<file path="config.mk">
export PLATFORM = sky130hd
export DESIGN_NAME = bcd_display_driver
export DESIGN_NICKNAME = d
export VERILOG_FILES = /design/src/rtl/bcd_pkg.sv /design/src/rtl/bcd_digit_adjust.sv /design/src/rtl/bcd_display_driver.sv
export SDC_FILE = /design/constraint.sdc
export NUM_CORES = 1
export LEC_CHECK = 0
export BUFFER_PORTS_ARGS = -buffer_cell sky130_fd_sc_hd__buf_2
export CAP_MARGIN = 20
export CORE_MARGIN = 4
export CORE_UTILIZATION = 48
export DETAILED_ROUTE_END_ITERATION = 12
export PLACE_DENSITY = 0.73
export SYNTH_ARGS = -nofsm -noshare
export SYNTH_HDL_FRONTEND = slang
export SYNTH_SLANG_ARGS = --single-unit
export TNS_END_PERCENT = 100
</file>
<file path="constraint.sdc">
create_clock -name clk -period 1.88 [get_ports clk]
set_clock_uncertainty 0.05 [all_clocks]
set_input_delay 0 -clock clk [delete_from_list [all_inputs] [get_ports clk]]
set_output_delay 0 -clock clk [all_outputs]
set_load 0.01 [all_outputs]
</file>
<file path="src/rtl/bcd_pkg.sv">
// bcd_pkg: shared types and helpers for the
// sequential binary-to-BCD display driver.
package bcd_pkg;

    typedef enum logic {
        IDLE,
        SHIFT
    } state_t;

    typedef logic [3:0] bcd_digit_t;

    // Largest value that fits in d decimal digits.
    function automatic int pow10_minus1(input int d);
        int p;
        p = 1;
        for (int i = 0; i < d; i++) begin
            p = p * 10;
        end
        return p - 1;
    endfunction

endpackage

</file>
<file path="src/rtl/bcd_digit_adjust.sv">
// bcd_digit_adjust: one double-dabble digit
// correction, adds 3 when the digit is >= 5.
module bcd_digit_adjust (
    input  logic [3:0] d_in,
    output logic [3:0] d_out
);

    // Pre-shift correction so the doubled digit
    // carries into the next decade.
    always_comb begin
        d_out = d_in;
        if (d_in >= 4'd5) begin
            d_out = d_in + 4'd3;
        end
    end

endmodule

</file>
<file path="src/rtl/bcd_display_driver.sv">
// bcd_display_driver: clamps a signed result and
// converts it to registered BCD digits and flags.
module bcd_display_driver
    import bcd_pkg::*;
#(
    parameter int IN_WIDTH = 32,
    parameter int DIGITS   = 3
) (
    input  logic                  clk,
    input  logic                  rst,
    input  logic [IN_WIDTH-1:0]   data_in,
    input  logic                  valid_in,
    output logic                  ready_in,
    output logic [4*DIGITS-1:0]   digits_out,
    output logic [DIGITS-1:0]     blank_out,
    output logic                  overflow,
    output logic                  underflow,
    output logic                  valid_out
);

    localparam int MAXV = pow10_minus1(DIGITS);
    localparam int SHIFT_BITS = $clog2(MAXV + 1);
    localparam int CW = $clog2(SHIFT_BITS + 1);
    localparam int DW = 4 * DIGITS;

    state_t                 state;
    state_t                 state_nxt;
    logic [SHIFT_BITS-1:0]  bin_q;
    logic [SHIFT_BITS-1:0]  bin_nxt;
    logic [SHIFT_BITS-1:0]  load_val;
    logic [DW-1:0]          scr_q;
    logic [DW-1:0]          scr_adj;
    logic [DW-1:0]          scr_nxt;
    logic [CW-1:0]          cnt_q;
    logic                   pend_ovf;
    logic                   pend_udf;
    logic                   accept;
    logic                   last;
    logic                   is_neg;
    logic                   is_big;
    logic [DIGITS-1:0]      blank_nxt;

    assign accept = valid_in && ready_in;
    assign last   = (state == SHIFT) &&
                    (cnt_q == CW'(SHIFT_BITS - 1));

    assign is_neg = data_in[IN_WIDTH-1];
    assign is_big = $signed(data_in) >
                    $signed(IN_WIDTH'(MAXV));

    // Clamp the incoming value into the
    // displayable range before loading.
    always_comb begin
        load_val = data_in[SHIFT_BITS-1:0];
        if (is_neg) begin
            load_val = '0;
        end else if (is_big) begin
            load_val = SHIFT_BITS'(MAXV);
        end
    end

    for (genvar g = 0; g < DIGITS; g++) begin : g_adj
        bcd_digit_adjust u_adj (
            .d_in  (scr_q[4*g +: 4]),
            .d_out (scr_adj[4*g +: 4])
        );
    end

    assign {scr_nxt, bin_nxt} = {scr_adj, bin_q} << 1;

    // A digit blanks only when it and every
    // higher digit are zero; ones never blanks.
    always_comb begin
        logic       zero_above;
        bcd_digit_t d;
        blank_nxt  = '0;
        zero_above = 1'b1;
        for (int i = DIGITS - 1; i >= 1; i--) begin
            d = scr_nxt[4*i +: 4];
            zero_above = zero_above && (d == 4'd0);
            blank_nxt[i] = zero_above;
        end
    end

    // State register.
    always_ff @(posedge clk or posedge rst) begin
        if (rst) begin
            state <= IDLE;
        end else begin
            state <= state_nxt;
        end
    end

    // Next-state: run SHIFT_BITS shifts per value.
    always_comb begin
        state_nxt = state;
        unique case (state)
            IDLE: begin
                if (accept) begin
                    state_nxt = SHIFT;
                end
            end
            SHIFT: begin
                if (last) begin
                    state_nxt = IDLE;
                end
            end
            default: state_nxt = IDLE;
        endcase
    end

    // Handshake output decoded from state.
    always_comb begin
        ready_in = 1'b0;
        if (state == IDLE) begin
            ready_in = 1'b1;
        end
    end

    // Shift datapath and result registers; the
    // previous result holds until completion.
    always_ff @(posedge clk or posedge rst) begin
        if (rst) begin
            bin_q      <= '0;
            scr_q      <= '0;
            cnt_q      <= '0;
            pend_ovf   <= 1'b0;
            pend_udf   <= 1'b0;
            digits_out <= '0;
            blank_out  <= ~DIGITS'(1);
            overflow   <= 1'b0;
            underflow  <= 1'b0;
            valid_out  <= 1'b0;
        end else begin
            valid_out <= 1'b0;
            if (accept) begin
                bin_q    <= load_val;
                scr_q    <= '0;
                cnt_q    <= '0;
                pend_ovf <= is_big;
                pend_udf <= is_neg;
            end else if (state == SHIFT) begin
                bin_q <= bin_nxt;
                scr_q <= scr_nxt;
                cnt_q <= cnt_q + CW'(1);
                if (last) begin
                    digits_out <= scr_nxt;
                    blank_out  <= blank_nxt;
                    overflow   <= pend_ovf;
                    underflow  <= pend_udf;
                    valid_out  <= 1'b1;
                end
            end
        end
    end

endmodule

</file>
==> out/metrics.csv, run 1 <==
metric,value,unit
synth_nets,286,
finalInstanceArea,2870,um^2
worstReg2RegStart,scr_q[9],
ys_seq_elements,46,
tritoncts,built,
worstSetupStartpointType,flip-flop,
row_count,25,
hold_end,bin_q[1],
dieHeight,77.5,um
via_count,1966,
max_stage_delay,0.41,ns
drt-total-wl,5.02,mm
post-synth-top-area-fraction,47.5,%
timing.final.ws_setup,0.0679,ns
drc,0,
fin_setup_tns,0,ns
hold_path_class,input port to flip-flop,
max-vdd-ir-drop,0.585,mV
r2r_cells,6,
grt_use_total,17.8,%
r2r_end,blank_out[1],
syn_area_per_cell,9.54,um^2
grt_pass1_vias,1960,
area_growth,23.8,%
worst_slew_pin_slew,0.561,ns
wire_per_inst,13.7,um
outcome,completed,
min_from,data_in[1],
dp_slack,0.0481,ns
slowest_stage,dfrtp_1,
crit_chain,"inv_2, ha_1, nand2b_1, a2111oi_4, o211ai_2, o41ai_2",
route.antenna.remaining_nets,0,
crit_buf_inv,1,
clockBufferDepth,2,
drtIter0Drc,93,
setup_viol,0,
synthArstFlopShare,100,%
path_clk_slew,0.09,ns
syn_area,2320,um^2
min_path_cells,5,
dpl-instance-area,2700,um^2
period_share,96.4,%
first_pass_iters,4,
synth_commonest_cells,"dfrtp_1 (44), nand2_1 (35), o21ai_0 (30)",
rsz0062_at_grt,no,
die_area,6000,um^2
grt_overflow,0,
synth-main-ff-cell,dfrtp_1,
grt_pass1_wl,8.73,mm
ff_latch_area,1150,um^2
n_antenna_cell,0,
fp.dieW,77.5,um
grt_start_max_net_pins,47,
antenna_found_initial,0,
syn_inst,243,
path_max_fanout,4,
yosysWarnings,0,
initial_utilization,49.4,%
clk_latency,0.31,ns
fmaxAchievable,0.552,GHz
powerDensity,1550,nW/um^2
fillCellCount,405,
synth_cell_type_count,43,
rrSetupSlack,0.07,ns
coreArea,4690,um^2
crit_family,compound AO/OA/AOI/OAI gates,
required,2.05,ns
maxCapViolCount,0,
min_period,1.81,ns
fin_util,61.1,%
gp_congestion,0.830,
post-synth-top-count-cell,dfrtp_1,
boundaryPins,54,
multi_input_area,1070,um^2
ys_seq_area_share,49.8,%
p_total,0.00445,W
cts_root_buf,clkbuf_8,
crit_type,flip-flop to flip-flop,
fin_nets,354,
vias_per_cell,5.37,
cp.arrival,1.98,ns
cts_max_level,2,
io_buffers,52,
hold_viol,0,
cts_buffers,5,
synth.largest_area_cell,dfrtp_1,
drv_slew,0,
clock_sinks,46,
drive_gt1_share,28.8,%
post-dp-hpwl,3.73,mm
synth_edf_count,0,
cts_setup_buffers,0,
synth_area_leaders,"dfrtp_1 (48%), o21ai_0 (6.5%), nand2_1 (5.7%)",
power.leakage,1.38,nW
endpoint_kind,flip-flop,
slew_headroom,62.6,%
sequential cells by signal, summed over array words and instances (netlist names):
register    count
cnt_q           4
bin_q          10
valid_out       1
pend_ovf        1
overflow        1
pend_udf        1
scr_q          12
digits_out     12
blank_out       2
underflow       1
state           1
stage by stage:
step	instances	hold slack [ns]
after floorplan	243	0.0835
after global placement	352	0.125
after detailed placement	352	0.128
after CTS	366	0.0248
after global routing	366	0.0438
final	366	0.0249
layout by cell type, fill, tap and decap left out, types with 2 or more instances in the layout:
cell type | Yosys | final
a21oi_1 | 14 | 12
a21oi_2 | 0 | 2
a22o_1 | 4 | 4
a22oi_1 | 2 | 2
a31o_2 | 2 | 2
buf_2 | 1 | 52
buf_4 | 1 | 13
clkbuf_8 | 0 | 6
clkinv_1 | 2 | 3
dfrtp_1 | 44 | 44
dfstp_2 | 2 | 2
dlygate4sd3_1 | 0 | 6
ha_1 | 8 | 6
ha_2 | 0 | 2
inv_1 | 14 | 12
mux2_2 | 3 | 3
mux2i_1 | 3 | 3
nand2_1 | 35 | 35
nand2b_1 | 6 | 6
nand3_1 | 2 | 2
nand3b_1 | 4 | 4
nand4_1 | 3 | 3
nor2_1 | 13 | 13
nor3_1 | 4 | 4
nor3b_1 | 3 | 3
nor4_1 | 4 | 4
o211ai_1 | 6 | 6
o21ai_0 | 30 | 30
o21ai_1 | 2 | 2
o22ai_1 | 2 | 2
o31ai_1 | 2 | 2
or3_1 | 4 | 4
xnor2_1 | 3 | 3
power breakdown:
| part | internal, W | total, W | switching [W] |
|---|---|---|---|
| clock network | 0.000296 | 0.000641 | 0.000345 |
| logic | 0.000930 | 0.00200 | 0.00107 |
| registers | 0.00144 | 0.00181 | 0.000370 |
final cells by class:
| class | count | share of cell area [%] |
|---|---|---|
| clock buffers | 6 | 2.88 |
| repair buffers | 71 | 14.6 |
| inverters | 16 | 2.09 |
| well taps | 54 | 2.36 |
| multi-input cells | 171 | 37.4 |
| clock inverters | 2 | 0.436 |
| flip-flops and latches | 46 | 40.2 |
worst reg2reg max path, cell delays in order, from the launching register on:
cell and delay (ns):
dfrtp_1 0.41, inv_2 0.08, ha_1 0.19, nand2b_1 0.20, a2111oi_4 0.33, o211ai_2 0.14
o41ai_2 0.32
metal layers:
metal / global-route usage [%] / vias up / wire length (um)
li1: - / 984 / -
met1: 22.7 / 920 / 2300
met2: 30.7 / 55 / 2390
met3: 3.13 / 7 / 268
met4: 6.05 / 0 / 71
met5: 0 / - / 0
logic make-up after synthesis:
kind of cell | count (synthesis) | share of synthesized area [%]
and+or+nand+nor | 83 | 17.5
AOI/OAI and AO/OA | 70 | 19.9
DFF | 46 | 49.8
buffers and inverters | 26 | 4.43
adders and majority gates | 8 | 4.32
muxes | 6 | 2.75
xor gates and xnor gates | 3 | 1.13
other | 1 | 0.162
worst max-delay path by stage:
stage,startpoint,end,slack [ns],depth (start not counted)
6_report,scr_q[9],blank_out[1],0.07,6
5_1_grt,scr_q[0],digits_out[2],0.01,6
4_1_cts,scr_q[9],blank_out[1],0.005,6
3_5_place_dp,scr_q[9],blank_out[1],0.05,6
3_3_place_gp,scr_q[9],blank_out[1],0.1,6
2_1_floorplan,scr_q[8],blank_out[1],0.13,6
repair_timing:
| item | in CTS | in global routing |
|---|---|---|
| endpoints found under the setup margin | 0 | 7 |
| hold buffers | 6 | 0 |
| endpoints found under the hold margin | 49 | 0 |
| gates resized for setup | 0 | 5 |
Power figures use the tool's default switching activity.
==> run 2, diff against run 1 <==
- CORE_MARGIN: 4 -> 5
- PLACE_DENSITY: 0.73 -> 0.7
- clock period: 1.88 -> 1.85 ns (I/O delays scaled with it)
==> run 2 against run 1 <==
Effect of this change: wire length up 3.7%; first-iteration DRC count down 25%; count of clock-buffer cells in the layout up 1; register-to-register slack better by 0.04 ns; worst setup slack better by 0.040 ns; final cell count unchanged; highest routed layer unchanged.
==> out/metrics.csv, run 2 (same netlist as run 1, synthesis figures left out) <==
metric,value,unit
fp.dieW,79.5,um
hold_end,pend_udf,
endpoint_kind,flip-flop,
n_antenna_cell,0,
gp_congestion,0.793,
min_from,data_in[31],
max-vdd-ir-drop,0.613,mV
first_pass_iters,4,
rrSetupSlack,0.11,ns
maxCapViolCount,0,
required,2.00,ns
antenna_found_initial,0,
dpl-instance-area,2710,um^2
vias_per_cell,5.42,
crit_type,flip-flop to flip-flop,
worstSetupStartpointType,flip-flop,
initial_utilization,49.4,%
area_growth,24.0,%
clk_latency,0.30,ns
finalInstanceArea,2870,um^2
cts_max_level,2,
wire_per_inst,14.2,um
cts_root_buf,clkbuf_8,
crit_chain,"inv_2, ha_2, buf_4, nand2_1, o21ai_0, or2_1, o41ai_2",
grt_use_total,18.0,%
min_path_cells,2,
r2r_end,blank_out[1],
drc,0,
via_count,1983,
path_max_fanout,3,
p_total,0.00458,W
drtIter0Drc,70,
row_count,25,
clockBufferDepth,2,
multi_input_area,1080,um^2
max_stage_delay,0.39,ns
worstReg2RegStart,scr_q[8],
powerDensity,1590,nW/um^2
fillCellCount,394,
drt-total-wl,5.21,mm
period_share,94.1,%
cts_buffers,5,
largestRegisters,"digits_out (12), scr_q (12), bin_q (10)",
grt_start_max_net_pins,23,
post-dp-hpwl,3.90,mm
tritoncts,built,
power.leakage,1.38,nW
fmaxAchievable,0.574,GHz
ff_latch_area,1150,um^2
grt_pass1_wl,9.03,mm
worst_slew_pin_slew,0.757,ns
outcome,completed,
hold_path_class,input port to flip-flop,
hold_viol,0,
min_period,1.74,ns
slew_headroom,49.2,%
drv_slew,0,
clock_sinks,46,
drive_gt1_share,29.8,%
grt_overflow,0,
route.antenna.remaining_nets,0,
fin_nets,355,
path_clk_slew,0.08,ns
io_buffers,52,
grt_pass1_vias,2020,
dieHeight,79.5,um
slowest_stage,dfrtp_1,
rsz0062_at_grt,no,
die_area,6320,um^2
boundaryPins,54,
fin_setup_tns,0,ns
coreArea,4690,um^2
r2r_cells,7,
layout_commonest_cell,buf_2,
final_cell_mix,"buf_2 (52), dfrtp_1 (44), nand2_1 (35)",
cp.arrival,1.89,ns
hold_ws,0.0118,ns
setup_viol,0,
-- run 2: changes by cell type in the layout (fill, tap and decap cells not counted), sizes merged --
cell | before | now
clkbuf | 6 | 7
clkinv | 4 | 3
dlygate4sd3 | 6 | 5
clkinvlp | 1 | 0
buf | 65 | 67
-- run 2: layer usage --
layer / share of wire, % / wire, um / GRT usage, %
met1: 44 / 2300 / 22.5
met5: 0 / 0 / 0
met4: 1.6 / 82 / 5.50
met2: 48 / 2490 / 30.8
met3: 6.4 / 333 / 4.29
-- run 2: critical path, delay by kind of cell (launching register included) --
| family | cells | cell delay [ns] |
|---|---|---|
| buffers and inverters | 2 | 0.21 |
| DFF | 1 | 0.39 |
| adders and majority gates | 1 | 0.21 |
| AOI/OAI and AO/OA | 2 | 0.45 |
| and+or+nand+nor | 2 | 0.32 |
-- run 2: worst max-delay path by stage --
| stage | from | end | slack [ns] | depth (start not counted) |
|---|---|---|---|---|
| after floorplan | scr_q[8] | blank_out[1] | 0.10 | 6 |
| after global routing | scr_q[4] | scr_q[8] | 0.007 | 6 |
| after detailed placement | scr_q[8] | blank_out[1] | 0.008 | 6 |
| after global placement | scr_q[9] | blank_out[1] | 0.13 | 6 |
| final | scr_q[8] | blank_out[1] | 0.11 | 7 |
| after CTS | scr_q[0] | digits_out[2] | 0.04 | 6 |
-- run 2: power by group --
part	leakage [nW]	internal (W)	switching [W]	total (W)
clock network	0.0443	0.000297	0.000317	0.000614
registers	0.574	0.00146	0.000349	0.00181
logic	0.766	0.000994	0.00115	0.00215
total	1.38	0.00276	0.00182	0.00458
-- run 2: area by class of cell --
class,count,area share [%]
flip-flops and latches,46,40.1
repair buffers,72,14.7
multi-input cells,171,37.7
clock buffers,7,3.00
inverters,16,2.09
well taps,54,2.35
-- run 2: repair_timing --
action | CTS | global route
hold buffers | 5 | 0
pin swaps | 1 | 2
resized for setup | 1 | 7
setup endpoints to repair | 1 | 10
gates cloned | 0 | 0
hold endpoints to repair | 22 | 0
setup buffers | 0 | 1
-- run 2: stage by stage --
stage               utilization [%]  setup slack [ns]  std cells
floorplan                         -             0.103        243
global placement               57.7             0.130        353
global route                   61.3           0.00750        366
CTS                            60.6            0.0390        365
detailed placement             57.7           0.00780        353
finish                         61.3             0.108        366
==> run 3, diff against run 2 <==
- HOLD_SLACK_MARGIN: unset -> 0.1
- clock period: 1.85 -> 2.1 ns (I/O delays scaled with it)
==> run 3 against run 2 <==
Effect of this change: via count down 0.30%; count of clock-buffer cells in the layout unchanged; flip-flop and latch count unchanged; largest cell class unchanged; power down 15%; clock power down 10%; die area unchanged; critical path depth unchanged.
==> out/metrics.csv, run 3 (same netlist as run 1, synthesis figures left out) <==
metric,value,unit
fin_nets,360,
clk_latency,0.29,ns
r2r_end,blank_out[1],
post-dp-hpwl,3.74,mm
max-vdd-ir-drop,0.509,mV
required,2.21,ns
grt_pass1_vias,2009,
die_area,6320,um^2
outcome,completed,
cp.arrival,2.13,ns
dieHeight,79.5,um
min_from,data_in[16],
crit_type,input port to flip-flop,
clockBufferDepth,2,
initial_utilization,49.4,%
hold_end,bin_q[8],
endpoint_kind,flip-flop,
worst_slew_pin_slew,0.771,ns
cts_root_buf,clkbuf_8,
path_clk_slew,0.08,ns
via_count,1977,
area_growth,26.7,%
final_cell_mix,"buf_2 (52), dfrtp_1 (44), nand2_1 (35)",
placedCellCount,347,
grt_pass1_wl,9.07,mm
drv_slew,0,
fin_setup_tns,0,ns
fp.dieW,79.5,um
tritoncts,built,
slew_headroom,48.3,%
min_period,2.01,ns
powerDensity,1330,nW/um^2
gp_congestion,0.840,
fmaxAchievable,0.496,GHz
hold_path_class,input port to flip-flop,
layout.cells.non_filler,372,
coreArea,4690,um^2
antenna_found_initial,0,
row_count,25,
first_pass_iters,4,
cts_buffers,5,
drtIter0Drc,84,
setup_viol,0,
boundaryPins,54,
rrSetupSlack,0.17,ns
drt-total-wl,5.30,mm
largestRegisters,"digits_out (12), scr_q (12), bin_q (10)",
cts_setup_buffers,0,
grt_use_total,17.9,%
vias_per_cell,5.31,
grt_start_max_net_pins,24,
path_max_fanout,8,
power.leakage,1.41,nW
clock_sinks,46,
grt_overflow,0,
n_antenna_cell,0,
cts_max_level,2,
io_buffers,52,
fin_util,62.6,%
maxCapViolCount,0,
layout_commonest_cell,buf_2,
p_total,0.00391,W
wire_per_inst,14.3,um
worstSetupStartpointType,input port,
r2r_cells,6,
route.antenna.remaining_nets,0,
hold_viol,0,
drive_gt1_share,24.8,%
min_path_cells,5,
worstReg2RegStart,scr_q[8],
drc,0,
period_share,95.9,%
run 3: cell types whose count changed in the layout (fill, tap and decap cells not counted):
cell and change:
ha_2 -3, buf_12 +1, inv_2 -2, a21oi_1 +2
nand2b_1 +1, inv_1 +2, clkinv_2 +1, dlygate4sd3_1 +12
a21oi_2 -2, ha_1 +3, nand2b_4 -1, buf_4 -8
run 3: power by group:
group / internal [W] / switching, W / total (W) / leakage, nW
clock network: 0.000266 / 0.000285 / 0.000550 / 0.0482
logic: 0.000811 / 0.000945 / 0.00176 / 0.789
registers: 0.00129 / 0.000315 / 0.00161 / 0.574
run 3: worst max-delay path by stage:
| stage | slack (ns) | startpoint | depth (start not counted) | endpoint |
|---|---|---|---|---|
| after floorplan | 0.35 | scr_q[8] | 6 | blank_out[1] |
| after global placement | 0.29 | scr_q[8] | 6 | blank_out[1] |
| after detailed placement | 0.20 | scr_q[8] | 6 | blank_out[1] |
| after CTS | 0.07 | data_in[28] | 8 | bin_q[8] |
| after global routing | -0.02 | data_in[26] | 7 | bin_q[1] |
| final | 0.09 | data_in[26] | 7 | bin_q[5] |
run 3: critical path, stage by stage:
cell	delay, ns
dlygate4sd3_1	0.53
buf_2	0.12
nor4_1	0.26
dlygate4sd3_1	0.59
nand2_1	0.12
o31ai_4	0.38
a21oi_1	0.12
run 3: what timing repair did:
action / CTS / global route
resized for setup: 0 / 0
endpoints found under the setup margin: 0 / 1
hold endpoints to repair: 34 / 1
hold buffers: 16 / 2
run 3: layout make-up:
class / instances / area, um^2
fill: 389 / 1760
sequential: 46 / 1150
multi-input combinational: 171 / 1060
timing repair buffer: 77 / 503
clock buffer: 7 / 86.3
tap: 54 / 67.6
inverter: 16 / 60.1
clock inverter: 1 / 5.00
run 3: per-layer routing:
metal / wire, um / vias up / global-route usage, %
met5: 0 / - / 0
met4: 64 / 0 / 3.61
met3: 344 / 6 / 3.84
met2: 2460 / 61 / 30.1
met1: 2440 / 909 / 23.8
li1: - / 1001 / -
run 3: metrics by stage:
stage / setup slack [ns] / hold slack (ns) / instance area, um^2
3_5_place_dp: 0.196 / 0.0348 / 2680
5_1_grt: -0.0238 / 0.144 / 2940
2_1_floorplan: 0.353 / 0.0835 / 2320
6_report: 0.0855 / 0.114 / 2940
3_3_place_gp: 0.292 / 0.0450 / 2680
4_1_cts: 0.0737 / 0.103 / 2930
